**src/rtl/load_screen_sequencer_pkg.sv**
```systemverilog
// Shared constants, screen/state encodings and bar geometry helper for the loading screen.
package load_screen_sequencer_pkg;

  localparam logic [9:0]  DEF_LOAD_HPOS       = 10'd260;
  localparam logic [9:0]  DEF_LOAD_BLOCK_SIZE = 10'd20;
  localparam logic [3:0]  DEF_LOAD_MAX_COUNT  = 4'd12;
  localparam int unsigned DEF_FRAMES_PER_STEP = 4;
  localparam int unsigned DEF_HOLD_FRAMES     = 30;

  typedef enum logic [1:0] {
    SCREEN_BLANK = 2'd0,
    SCREEN_LOAD  = 2'd1,
    SCREEN_GAME  = 2'd2
  } screen_e;

  typedef enum logic [1:0] {
    ST_IDLE,
    ST_LOAD,
    ST_HOLD,
    ST_RUN
  } state_e;

  // Right edge of the filled part of the bar.
  function automatic logic [9:0] bar_right_edge(logic [9:0] hpos, logic [9:0] block,
                                                logic [3:0] count);
    return hpos + 10'(count) * block;
  endfunction

endpackage

```
**src/rtl/load_screen_sequencer_frame_pacer.sv**
```systemverilog
// Frame-tick counter with a terminal-count strobe; counts ticks 0..TERMINAL-1 and wraps.
module load_screen_sequencer_frame_pacer #(
  parameter int unsigned WIDTH    = 4,
  parameter int unsigned TERMINAL = 4
) (
  input  logic clk_i,
  input  logic rst_ni,
  input  logic clr_i,
  input  logic en_i,
  output logic tc_o
);

  localparam logic [WIDTH-1:0] LAST = WIDTH'(TERMINAL - 1);

  logic [WIDTH-1:0] cnt_q, cnt_d;

  // Strobe on the counted tick that reaches the terminal value.
  always_comb begin
    tc_o  = en_i && (cnt_q == LAST);
    cnt_d = cnt_q;
    if (clr_i) begin
      cnt_d = '0;
    end else if (en_i) begin
      cnt_d = tc_o ? '0 : cnt_q + 1'b1;
    end
  end

  // Tick counter register.
  always_ff @(posedge clk_i or negedge rst_ni) begin
    if (!rst_ni) begin
      cnt_q <= '0;
    end else begin
      cnt_q <= cnt_d;
    end
  end

endmodule

```
**src/rtl/load_screen_sequencer.sv**
```systemverilog
// Loading-screen sequencer: paces asset-loader steps on frame ticks, drives the bar
// fill and selects the active screen.
module load_screen_sequencer
  import load_screen_sequencer_pkg::*;
#(
  parameter logic [9:0]  LOAD_HPOS       = DEF_LOAD_HPOS,
  parameter logic [9:0]  LOAD_BLOCK_SIZE = DEF_LOAD_BLOCK_SIZE,
  parameter logic [3:0]  LOAD_MAX_COUNT  = DEF_LOAD_MAX_COUNT,
  parameter int unsigned FRAMES_PER_STEP = DEF_FRAMES_PER_STEP,
  parameter int unsigned HOLD_FRAMES     = DEF_HOLD_FRAMES
) (
  input  logic       clk,
  input  logic       reset,
  input  logic       frame_tick,
  input  logic       start,
  input  logic       ack,
  output logic       req,
  output logic [3:0] load_counter,
  output logic [9:0] load_hpos_cval,
  output logic [1:0] screen_sel,
  output logic       load_done,
  output logic       busy
);

  state_e     state_q, state_d;
  screen_e    screen_q, screen_d;
  logic       req_q, req_d;
  logic [3:0] count_q, count_d;
  logic       done_q, done_d;
  logic       busy_q, busy_d;
  logic       step_tc, hold_tc;

  // Step pacing only counts while no request is outstanding, so it freezes during a handshake.
  load_screen_sequencer_frame_pacer #(
    .WIDTH    (4),
    .TERMINAL (FRAMES_PER_STEP)
  ) u_step_pacer (
    .clk_i  (clk),
    .rst_ni (reset),
    .clr_i  (state_q != ST_LOAD),
    .en_i   ((state_q == ST_LOAD) && !req_q && frame_tick),
    .tc_o   (step_tc)
  );

  load_screen_sequencer_frame_pacer #(
    .WIDTH    (6),
    .TERMINAL (HOLD_FRAMES)
  ) u_hold_pacer (
    .clk_i  (clk),
    .rst_ni (reset),
    .clr_i  (state_q != ST_HOLD),
    .en_i   ((state_q == ST_HOLD) && frame_tick),
    .tc_o   (hold_tc)
  );

  // Next state, handshake and bar counter; registered outputs derive from the next state.
  always_comb begin
    state_d = state_q;
    req_d   = req_q;
    count_d = count_q;
    unique case (state_q)
      ST_IDLE: begin
        if (start) begin
          state_d = ST_LOAD;
          count_d = '0;
          req_d   = 1'b0;
        end
      end
      ST_LOAD: begin
        if (req_q) begin
          if (ack) begin
            req_d = 1'b0;
            if (count_q != LOAD_MAX_COUNT) begin
              count_d = count_q + 4'd1;
              if (count_q + 4'd1 == LOAD_MAX_COUNT) begin
                state_d = ST_HOLD;
              end
            end
          end
        end else if (step_tc) begin
          req_d = 1'b1;
        end
      end
      ST_HOLD: begin
        if (hold_tc) begin
          state_d = ST_RUN;
        end
      end
      ST_RUN: begin
        if (start) begin
          state_d = ST_LOAD;
          count_d = '0;
        end
      end
      default: state_d = ST_IDLE;
    endcase

    done_d = (state_q == ST_HOLD) && (state_d == ST_RUN);
    busy_d = (state_d == ST_LOAD) || (state_d == ST_HOLD);
    unique case (state_d)
      ST_IDLE: screen_d = SCREEN_BLANK;
      ST_RUN:  screen_d = SCREEN_GAME;
      default: screen_d = SCREEN_LOAD;
    endcase
  end

  // State and output registers.
  always_ff @(posedge clk or negedge reset) begin
    if (!reset) begin
      state_q  <= ST_IDLE;
      screen_q <= SCREEN_BLANK;
      req_q    <= 1'b0;
      count_q  <= '0;
      done_q   <= 1'b0;
      busy_q   <= 1'b0;
    end else begin
      state_q  <= state_d;
      screen_q <= screen_d;
      req_q    <= req_d;
      count_q  <= count_d;
      done_q   <= done_d;
      busy_q   <= busy_d;
    end
  end

  assign req            = req_q;
  assign load_counter   = count_q;
  assign screen_sel     = screen_q;
  assign load_done      = done_q;
  assign busy           = busy_q;
  assign load_hpos_cval = bar_right_edge(LOAD_HPOS, LOAD_BLOCK_SIZE, count_q);

endmodule

```
**config.mk**
```make
export PLATFORM = sky130hd
export DESIGN_NAME = load_screen_sequencer
export DESIGN_NICKNAME = d
export VERILOG_FILES = /design/src/rtl/load_screen_sequencer_pkg.sv /design/src/rtl/load_screen_sequencer_frame_pacer.sv /design/src/rtl/load_screen_sequencer.sv
export SDC_FILE = /design/constraint.sdc
export NUM_CORES = 1
export LEC_CHECK = 0
export BUFFER_PORTS_ARGS = -buffer_cell sky130_fd_sc_hd__buf_2
export CAP_MARGIN = 20
export CORE_ASPECT_RATIO = 0.7
export CORE_MARGIN = 4
export CORE_UTILIZATION = 29
export CTS_CLUSTER_DIAMETER = 80
export DETAILED_ROUTE_END_ITERATION = 7
export PLACE_DENSITY = 0.53
export SLEW_MARGIN = 5
export SYNTH_ARGS = -nofsm -noshare
export SYNTH_HDL_FRONTEND = slang
export SYNTH_HIERARCHICAL = 1
export SYNTH_SLANG_ARGS = --single-unit
```
**constraint.sdc**
```tcl
create_clock -name clk -period 3.6 [get_ports clk]
set_clock_uncertainty 0.1 [all_clocks]
set_input_delay 0.54 -clock clk [delete_from_list [all_inputs] [get_ports clk]]
set_output_delay 0.54 -clock clk [all_outputs]
set_load 0.1 [all_outputs]
```
## After elaboration in Yosys (flattened, before gate mapping)

Cells that the tools add are included.

| word-level totals | value |
|---|---|
| bits of input ports | 5 |
| output and inout bits | 19 |
| register bits | 21 |
| memory bits (read-only) | 0 |
| bits in latches | 0 |
| memory bits (writable) | 0 |
| memories kept | 0 |

| cells by class | value |
|---|---|
| multiplexer cells | 24 |
| shifts and indexed selects | 0 |
| bitwise logic cells | 0 |
| add/subtract/negate cells | 4 |
| $lt $le $gt $ge | 0 |
| reductions and logical operators | 17 |
| eq/ne operators | 17 |
| divide/modulo/power cells | 0 |
| $mul | 1 |

Operator list:

| kind | number |
|---|---|
| 4-bit 2-to-1 mux | 7 |
| 6-bit 2-to-1 mux | 3 |
| 2-bit 2-to-1 mux | 6 |
| 9-bit by 9-bit adder with 10-bit output (first input constant) | 1 |
| 4-bit by 1-bit adder with 4-bit output (second input constant) | 2 |
| 2-bit == test (second input constant) | 4 |
| 2-bit inequality test (second input constant) | 4 |
| 4-bit case mux with 2 select lines | 1 |
| 2-bit nonzero test | 4 |
| 4-bit by 3-bit multiplier with 7-bit output (second input constant) | 1 |
| 6-bit by 1-bit adder with 6-bit output (second input constant) | 1 |
| 6-bit by 5-bit == test with 1-bit output (second input constant) | 1 |
| 1-bit logical AND | 6 |
| 2-bit by 1-bit inequality test with 1-bit output (second input constant) | 3 |
| 2-bit case mux with 3 select lines | 1 |
| 5-bit AND reduction | 1 |
| 2-bit by 1-bit == test with 1-bit output (second input constant) | 2 |
| 4-bit by 2-bit == test with 1-bit output (second input constant) | 1 |
| 4-bit == test (second input constant) | 1 |
| 2-bit zero test | 2 |
| 1-bit 2-to-1 mux | 4 |
| 4-bit inequality test (second input constant) | 1 |
| 2-bit case mux with 2 select lines | 1 |
| 1-bit case mux with 2 select lines | 1 |
| other kinds (4) | 4 |

## Longest topological paths before layout

Gate-level depths: netlist of run 1.

| depth | value |
|---|---|
| depth in word-level cells | 9 |
| gate-level depth with buffers | 10 |
| mapped depth without buffers | 10 |

## Modules after synthesis

The synthesis of run 1 kept the hierarchy.

By module, submodules not included:

| module | instances | area each (um2) | cells an instance | seq. area each (um2) |
|---|---|---|---|---|
| load_screen_sequencer | 1 | 858.3 | 92 | 250.2 |
| load_screen_sequencer_frame_pacer at u_hold_pacer | 1 | 321.6 | 32 | 150.1 |
| load_screen_sequencer_frame_pacer at u_step_pacer | 1 | 214.0 | 17 | 100.1 |

## Worst setup path before layout of run 1

OpenSTA, ideal clock, no wires.

| timing path | value |
|---|---|
| kind | register to output |
| start point | register count_q[1] (netlist: load_counter[1]) |
| end point | output port load_hpos_cval[8] |
| cell stages (with the launch flop) | 8 |
| data arrival time | 4186 ps |
| path slack | -1226 ps |
| data required time | 2960 ps |
| path through | dfrtp_1 ha_1 ha_1 inv_1 fa_1 nand4b_1 or3_1 a31oi_1 |

| between the ends | value |
|---|---|
| word-level cells in the longest chain between the ends | 2 |

Ends and longest elaborated chain:

| element | RTL line | RTL |
|---|---|---|
| start: declaration | load_screen_sequencer.sv:28 | `logic [3:0] count_q, count_d;` |
| start signal: assignment | load_screen_sequencer.sv:120 | `count_q <= count_d;` |
| 4-bit by 3-bit multiplier with 7-bit output | load_screen_sequencer_pkg.sv:26 | `return hpos + 10'(count) * block;` |
| 9-bit by 9-bit adder with 10-bit output | load_screen_sequencer_pkg.sv:26 |  |
| end: declaration | load_screen_sequencer.sv:19 | `output logic [9:0] load_hpos_cval,` |

No other way between the ends.

## Worst setup path in the final report of run 1

Ends and elaborated chain as after synthesis.

==> results.env, run 1 <==
TIMING.CRITICAL_PATH.FANOUT_MAX=8
GRT-OVFL-TOTAL=0
STDCELL_AREA_UM2=1660
DRCVIOLATIONCOUNT=0
CP-END-KIND='output pin'
FINAL_COUNT_OF_HOLD_TIMING_VIOLATIONS=0
LAYOUT.NETS=186
ANTENNADIODECOUNT=0
PORT-BUFFER-COUNT=21
CLK_PATH_BUF_DEPTH=2
WIRE_PER_INST_UM=14.0
DRT_WL_TOTAL_UM=3070
CAP_VIOLATIONS=0
HOLDCRITPATHCLASS='input pin to async pin'
SYNTHESIS.AREA_UM2=1390
ANTENNA_VIOLATING_NETS_POST_ROUTE=0
DIE_HEIGHT_UM=66.0
SYNTH_FLOP_CELL='dfrtp_1'
CTSRESIZECOUNT=0
HPWLAFTERDP_UM=2430
FINAL_MIN_PERIOD_OVER_CLOCK_PERIOD_PCT=96.9
GATE_COUNT_AFTER_TECHNOLOGY_MAPPING=141
HOLD-WORST-SLACK_PS=127
GRT_FIRST_PASS_WIRELENGTH_UM=5200
GRT_MAX_DEGREE=21
SYNTH.YOSYS.SEQ_AREA_SHARE_PCT=35.9
VIAS=1132
TRACK_USAGE_PCT=10.7
I_O_PINS=24
CP.REQUIRED_PS=2960
ANTENNA_VIOLATIONS_BEFORE_REPAIR=0
DRV_SLEW=0
CLK_LATENCY_PS=250
WORSTSETUPPATHTYPE='flop to output pin'
NUM_ROWS=20
FINALSETUPVIOLCOUNT=0
START_UTIL_PCT=31.1
ROUTABILITYCONGESTION=0.832
TIMING.CRITICAL_PATH.FROM_TYPE='flop'
DETAIL_ROUTE.FIRST_PASS.ITERATIONS=4
POSTSYNTH.ASYNCRESETSHARE_PCT=100
DPL_CELL_AREA_UM2=1590
DETAIL_ROUTE.ITER0.VIOLATIONS=43
RSZ0062_AT_GRT='false'
GRT_PASS1_VIAS=1164
MAXIMUM_CLOCK_RATE_MHz=287
CLOCK_SINKS=20
DIE_WIDTH_UM=90.9
FP.COREAREA_UM2=4480
TRITONCTS_BUFFERS=3
CTS_HTREE_LEVELS=1
AVGSYNTHCELLAREA_UM2=9.89
YOSYSWARNINGS=6
VIA_PER_INST=5.15
OUTCOME='completed'
PLACED_CELLS_INCL_TAPS=213
CTS-ROOT-BUF='clkbuf_8'
DRIVE_GT1_SHARE_PCT=26.7
TIMING.CRITICAL_PATH.ARRIVAL_PS=2850
CTS.CLK_SLEW.WORST_PATHS_PS=70
FINAL-INSTANCE-COUNT-EXCL-FILL=220
TIMING.FINAL.CRIT_PERIOD_PS=3490
YOSYS_REGISTER_BITS=20
CTS_TREE='yes'
FLOORPLAN.DIE_AREA_UM2=6000
YS_TYPES=49
SYNTH_EDF_COUNT=0
LAYOUT-AREA-OVERHEAD-VS-SYNTH_PCT=18.9
[worst max-delay path: stages, from the launching register on]
cell	delay (ps)
dfrtp_2	460
ha_1	330
ha_1	220
inv_1	70
fa_1	500
nand4b_1	260
or3_1	380
a31oi_4	170
buf_12	190
[per-stage QoR]
| stage | setup TNS [ps] | util [%] | setup slack [ps] |
|---|---|---|---|
| final | 0 | 37.0 | 113 |
| after global routing | 0 | 37.0 | 1.51 |
| after CTS | 0 | 36.5 | 77.8 |
| after detailed placement | 0 | 35.5 | 367 |
| after global placement | 0 | 35.5 | 460 |
| after floorplan | -10.0 | - | -10.0 |
[kinds of logic (layout without fill, tap and decap cells)]
| group | after synthesis | in the layout | synth area share [%] |
|---|---|---|---|
| AOI/OAI and AO/OA | 27 | 27 | 14.5 |
| xor gates and xnor gates | 9 | 9 | 5.66 |
| adders and majority gates | 15 | 15 | 14.0 |
| and+or+nand+nor | 48 | 48 | 20.6 |
| other | 1 | 2 | 0.269 |
| buffers and inverters | 18 | 41 | 6.55 |
| DFF | 20 | 20 | 35.9 |
| muxes | 3 | 3 | 2.60 |
[metal layers]
layer	global-route usage [%]	routed length, µm
met1	13.0	1460
met2	18.4	1440
met3	2.96	115
met4	3.57	51
met5	0	0
[worst paths after layout]
| kind | from | end | slack [ps] | cells after the start |
|---|---|---|---|---|
| setup / recovery | load_counter[1] | load_hpos_cval[8] | 110 | 8 |
| hold / removal | reset | u_hold_pacer/cnt_q[2] | 130 | 1 |
| setup reg to reg | state_q[0] | screen_sel[0] | 990 | 10 |
| hold reg to reg | u_hold_pacer/cnt_q[5] | u_hold_pacer/cnt_q[5] | 470 | 2 |
| max in group asynchronous | reset | load_counter[3] | 2930 | 1 |
| min in group clk | u_hold_pacer/cnt_q[5] | u_hold_pacer/cnt_q[5] | 470 | 2 |
[area by class of cell]
type | count | area [µm²]
multi-input combinational | 104 | 843
inverter | 12 | 45.0
clock buffer | 4 | 45.0
sequential | 20 | 505
fill | 436 | 2820
tap | 55 | 68.8
timing repair buffer | 25 | 150
[sequential cells by signal (all words and copies together), names as in the netlist]
| signal | count |
|---|---|
| load_counter | 4 |
| u_step_pacer/cnt_q | 4 |
| u_hold_pacer/cnt_q | 6 |
| load_done | 1 |
| state_q | 2 |
| req | 1 |
| screen_sel | 2 |
[cell usage after synthesis, types with 2 or more instances]
cell type   n  area [µm²]
ha_1       14         175
nand4b_1    2        17.5
xor2_1      6        52.6
xnor2_1     3        26.3
nor2_1      5        18.8
o21ai_0     4        20.0
and2_1      2        12.5
nand4_1     2        12.5
inv_1      12        45.0
nand2_1     7        26.3
o31ai_1     3        22.5
a21oi_1     5        25.0
buf_4       4        30.0
nand2b_1    3        18.8
nor3_1      8        40.0
dfrtp_1    20         500
nor2b_1     2        12.5
nand3_1     4        20.0
nor4_1      3        18.8
and3_1      2        12.5
o211ai_1    2        15.0
[placed cells by master (no fill, tap or decap), types with 2 or more instances in the layout]
cell type and count:
a21oi_1 5, and2_1 2, and3_1 2, buf_2 20, buf_4 4, clkbuf_8 3
conb_1 2, dfrtp_1 16, dfrtp_2 4, ha_1 14, inv_1 12, nand2_1 7
nand2b_1 3, nand3_1 4, nand4_1 2, nand4b_1 2, nor2_1 5, nor2b_1 2
nor3_1 8, nor4_1 3, o211ai_1 2, o21ai_0 4, o31ai_1 3, xnor2_2 2
xor2_1 5
[repair_timing]
action,CTS,global route
endpoints found under the setup margin,0,2
hold buffers,0,0
setup buffers,0,3
Power of run 1 is left out: the tool's default activity adds up to more than one toggle a clock period on the data nets, which glitch-free logic cannot reach.
==> run 2, diff against run 1 <==
- GPL_ROUTABILITY_DRIVEN: default -> 0
- SYNTH_HIERARCHICAL: 1 -> default
==> results.env, run 2 <==
FINAL_COUNT_OF_HOLD_TIMING_VIOLATIONS=0  # unchanged
WIRE_PER_INST_UM=12.7  # -9.1%
POST_CTS_SETUP_INSERTS=0  # unchanged
PORT-BUFFER-COUNT=21  # unchanged
VIAS=1089  # -3.8%
CTS.CLK_SLEW.WORST_PATHS_PS=80  # about the same
TIMING.FINAL.CRIT_PERIOD_PS=3400  # -88.5 ps
FP.COREAREA_UM2=4430  # -1.1%
TRACK_USAGE_PCT=10.8  # +0.17 points
SEQUENTIAL_CELL_AREA_UM2=510  # +0.99%
SYNTH.YOSYS.SEQ_AREA_SHARE_PCT=37.0  # +1.1 points
TIMING.SETUP.TNS_PS=0  # unchanged
HOLD-WORST-SLACK_PS=131  # +3.76 ps
SYNTH_EDF_COUNT=0  # unchanged
VIA_PER_INST=4.95  # -3.8%
SYNTHTOPCELLSBYCOUNT='dfrtp_1 (20), ha_1 (15), nand2_1 (15)'
DETAIL_ROUTE.FIRST_PASS.ITERATIONS=4  # unchanged
DRT_WL_TOTAL_UM=2790  # -9.1%
HPWLAFTERDP_UM=2160  # -11%
WORSTSETUPPATHTYPE='flop to output pin'
MOSTFREQUENTLAYOUTCELL='buf_2'
MAXIMUM_CLOCK_RATE_MHz=294  # +2.6%
LAYOUT.NETS=187  # +0.54%
YOSYS-TOP-CELLS-AREA='dfrtp_1 (37%), ha_1 (14%), nand2_1 (4.2%), a21oi_1 (2.6%), nand3_1 (2.6%)'
CRIT-REG2REG-LAUNCH='u_hold_pacer.cnt_q[1]'
CTS_HTREE_LEVELS=1  # unchanged
NUM_ROWS=20  # unchanged
LARGEST_REGISTER_FFS=6  # unchanged
LAYOUT-AREA-OVERHEAD-VS-SYNTH_PCT=19.9
ANTENNA_VIOLATIONS_BEFORE_REPAIR=0  # unchanged
CLK_PATH_BUF_DEPTH=2  # unchanged
DIE_HEIGHT_UM=65.1  # -1.4%
GRT_FIRST_PASS_WIRELENGTH_UM=5040  # -3.0%
YS_TYPES=40  # -18%
CTSRESIZECOUNT=0  # unchanged
CLOCK_SINKS=20  # unchanged
LARGEST-REGISTER='u_hold_pacer.cnt_q'
SETUP_WS_PS=202  # +88.5 ps
FINALSETUPVIOLCOUNT=0  # unchanged
DIE_WIDTH_UM=89.6  # -1.4%
NUMBER_OF_HOLD_REPAIR_BUFFERS_ADDED_AT_THE_CTS_STAGE=0  # unchanged
TIMING.CRITICAL_PATH.FROM_TYPE='flop'
YOSYSWARNINGS=0  # -6
MULTIINPUTGATEAREA_UM2=835  # -1.0%
OUTCOME='completed'
ANTENNA_VIOLATING_NETS_POST_ROUTE=0  # unchanged
CLK_LATENCY_PS=260  # about the same
LAYOUT.CELLS.MOST_COMMON_LIST='buf_2 (18), dfrtp_1 (16), nand2_1 (15), ha_1 (15)'
SYNTH_TOP_AREA_SHARE_PCT=37.0  # +1.1 points
SETUP_SLACK_PLACEMENT_PS=388  # +20.8 ps
GATE_COUNT_AFTER_TECHNOLOGY_MAPPING=144  # +2.1%
REG2REG_SLACK_PS=1580  # +590 ps
GRT-OVFL-TOTAL=0  # unchanged
CRITICAL_PATH.CELL_CHAIN='ha_1, ha_1, fa_1, nand4_1, mux2i_1, a22oi_2, clkbuf_4'
GRT_PASS1_VIAS=1098  # -5.7%
FLOORPLAN.DIE_AREA_UM2=5830  # -2.7%
SYNTH_FLOP_CELL='dfrtp_1'
CTS-ROOT-BUF='clkbuf_8'
RR_WORST_DEPTH=7  # -3
TIMING.CRITICAL_PATH.ARRIVAL_PS=2760  # -90 ps
DRCVIOLATIONCOUNT=0  # unchanged
DRV_SLEW=0  # unchanged
CP-END-KIND='output pin'
GRT_MAX_DEGREE=21  # unchanged
CTS_TREE='yes'
AVGSYNTHCELLAREA_UM2=9.38  # -5.1%
FILL_CELL_INSTANCE_COUNT_OF_THE_FINAL_LAYOUT=440  # +0.92%
SYNTHESIS.AREA_UM2=1350  # -3.1%
HOLDCRITPATHCLASS='input pin to async pin'
CAP_VIOLATIONS=0  # unchanged
DETAIL_ROUTE.ITER0.VIOLATIONS=37  # -14%
CP.REQUIRED_PS=2960  # about the same
POSTLAYOUTCOREUTIL_PCT=36.6  # -0.43 points
DRIVE_GT1_SHARE_PCT=21.8  # -4.8 points
POST-SYNTH-TOP-AREA-CELL='dfrtp_1'
POSTSYNTH.ASYNCRESETSHARE_PCT=100  # unchanged
YOSYS_REGISTER_BITS=20  # unchanged
TRITONCTS_BUFFERS=3  # unchanged
RR_ENDPOINT='busy'
FINAL_MIN_PERIOD_OVER_CLOCK_PERIOD_PCT=94.4  # -2.5 points
TIMING.CRITICAL_PATH.FANOUT_MAX=11  # +3
CPMOSTUSEDCELL='ha_1'
ANTENNADIODECOUNT=0  # unchanged
RSZ0062_AT_GRT='false'
I_O_PINS=24  # unchanged
CRIT_PATH_MAX_INCR_DELAY_PS=580  # +80 ps
START_UTIL_PCT=30.5  # -0.61 points
CRIT_PATH_MAX_DELAY_CELL_TYPE='fa_1'
YOSYS.CELL_COUNT.TOP_TYPE='dfrtp_1'
[run 2: cell count changes after synthesis, moves of 3 or more]
cell,change
nand2_1,+8
nor3_1,-6
inv_1,-5
xor2_1,-4
a31oi_1,+3
nand3_1,+3
nor2b_1,+3
nor3b_1,+3
nor4_1,-3
[run 2: routing by layer]
metal / up-vias / wire length [µm] / global-route usage (%) / share of wire, %
met5: - / 0 / 0 / 0
met4: 0 / 0 / 1.12 / 0
met3: 0 / 95 / 3.01 / 3.4
met2: 13 / 1320 / 17.4 / 47
met1: 521 / 1380 / 14.9 / 49
li1: 555 / - / - / -
[run 2: cells by family (layout without fill, tap and decap cells)]
| logic type | after synthesis | after routing | share of synthesized area (%) |
|---|---|---|---|
| other | 1 | 2 | 0.278 |
| muxes | 2 | 2 | 1.48 |
| and+or+nand+nor | 57 | 57 | 22.9 |
| AOI/OAI and AO/OA | 30 | 30 | 14.7 |
| DFF | 20 | 20 | 37.0 |
| buffers and inverters | 12 | 32 | 4.35 |
| xor gates and xnor gates | 6 | 6 | 3.89 |
| adders and majority gates | 16 | 16 | 15.4 |
[run 2: worst max-delay path by stage]
stage	start	endpoint	slack, ps	cells past startpoint
final	load_counter[3]	load_hpos_cval[8]	200	7
after global routing	load_counter[3]	load_hpos_cval[8]	40	7
after CTS	load_counter[3]	load_hpos_cval[7]	100	7
after detailed placement	load_counter[3]	load_hpos_cval[7]	390	7
after global placement	load_counter[3]	load_hpos_cval[7]	450	7
after floorplan	load_counter[1]	load_hpos_cval[8]	10	6
[run 2: metrics by stage]
step                      cells  area, µm²
after floorplan             145       1400
after global placement      216       1560
after detailed placement    216       1560
after CTS                   220       1620
after global routing        220       1620
final                       220       1620
[run 2: critical path: cells and delay by family, from the launching register on]
kind	cells	cell delay, ps
adders and majority gates	3	1110
AOI/OAI and AO/OA	1	150
muxes	1	170
DFF	1	560
and+or+nand+nor	1	170
buffers and inverters	1	350
[run 2: layout make-up]
| class | instances | area share, % |
|---|---|---|
| multi-input cells | 113 | 51.5 |
| well taps | 55 | 4.25 |
| inverters | 7 | 1.62 |
| flip-flops and latches | 20 | 31.5 |
| clock buffers | 4 | 3.40 |
| repair buffers | 21 | 7.72 |
Power of run 2 is left out for the same reason.
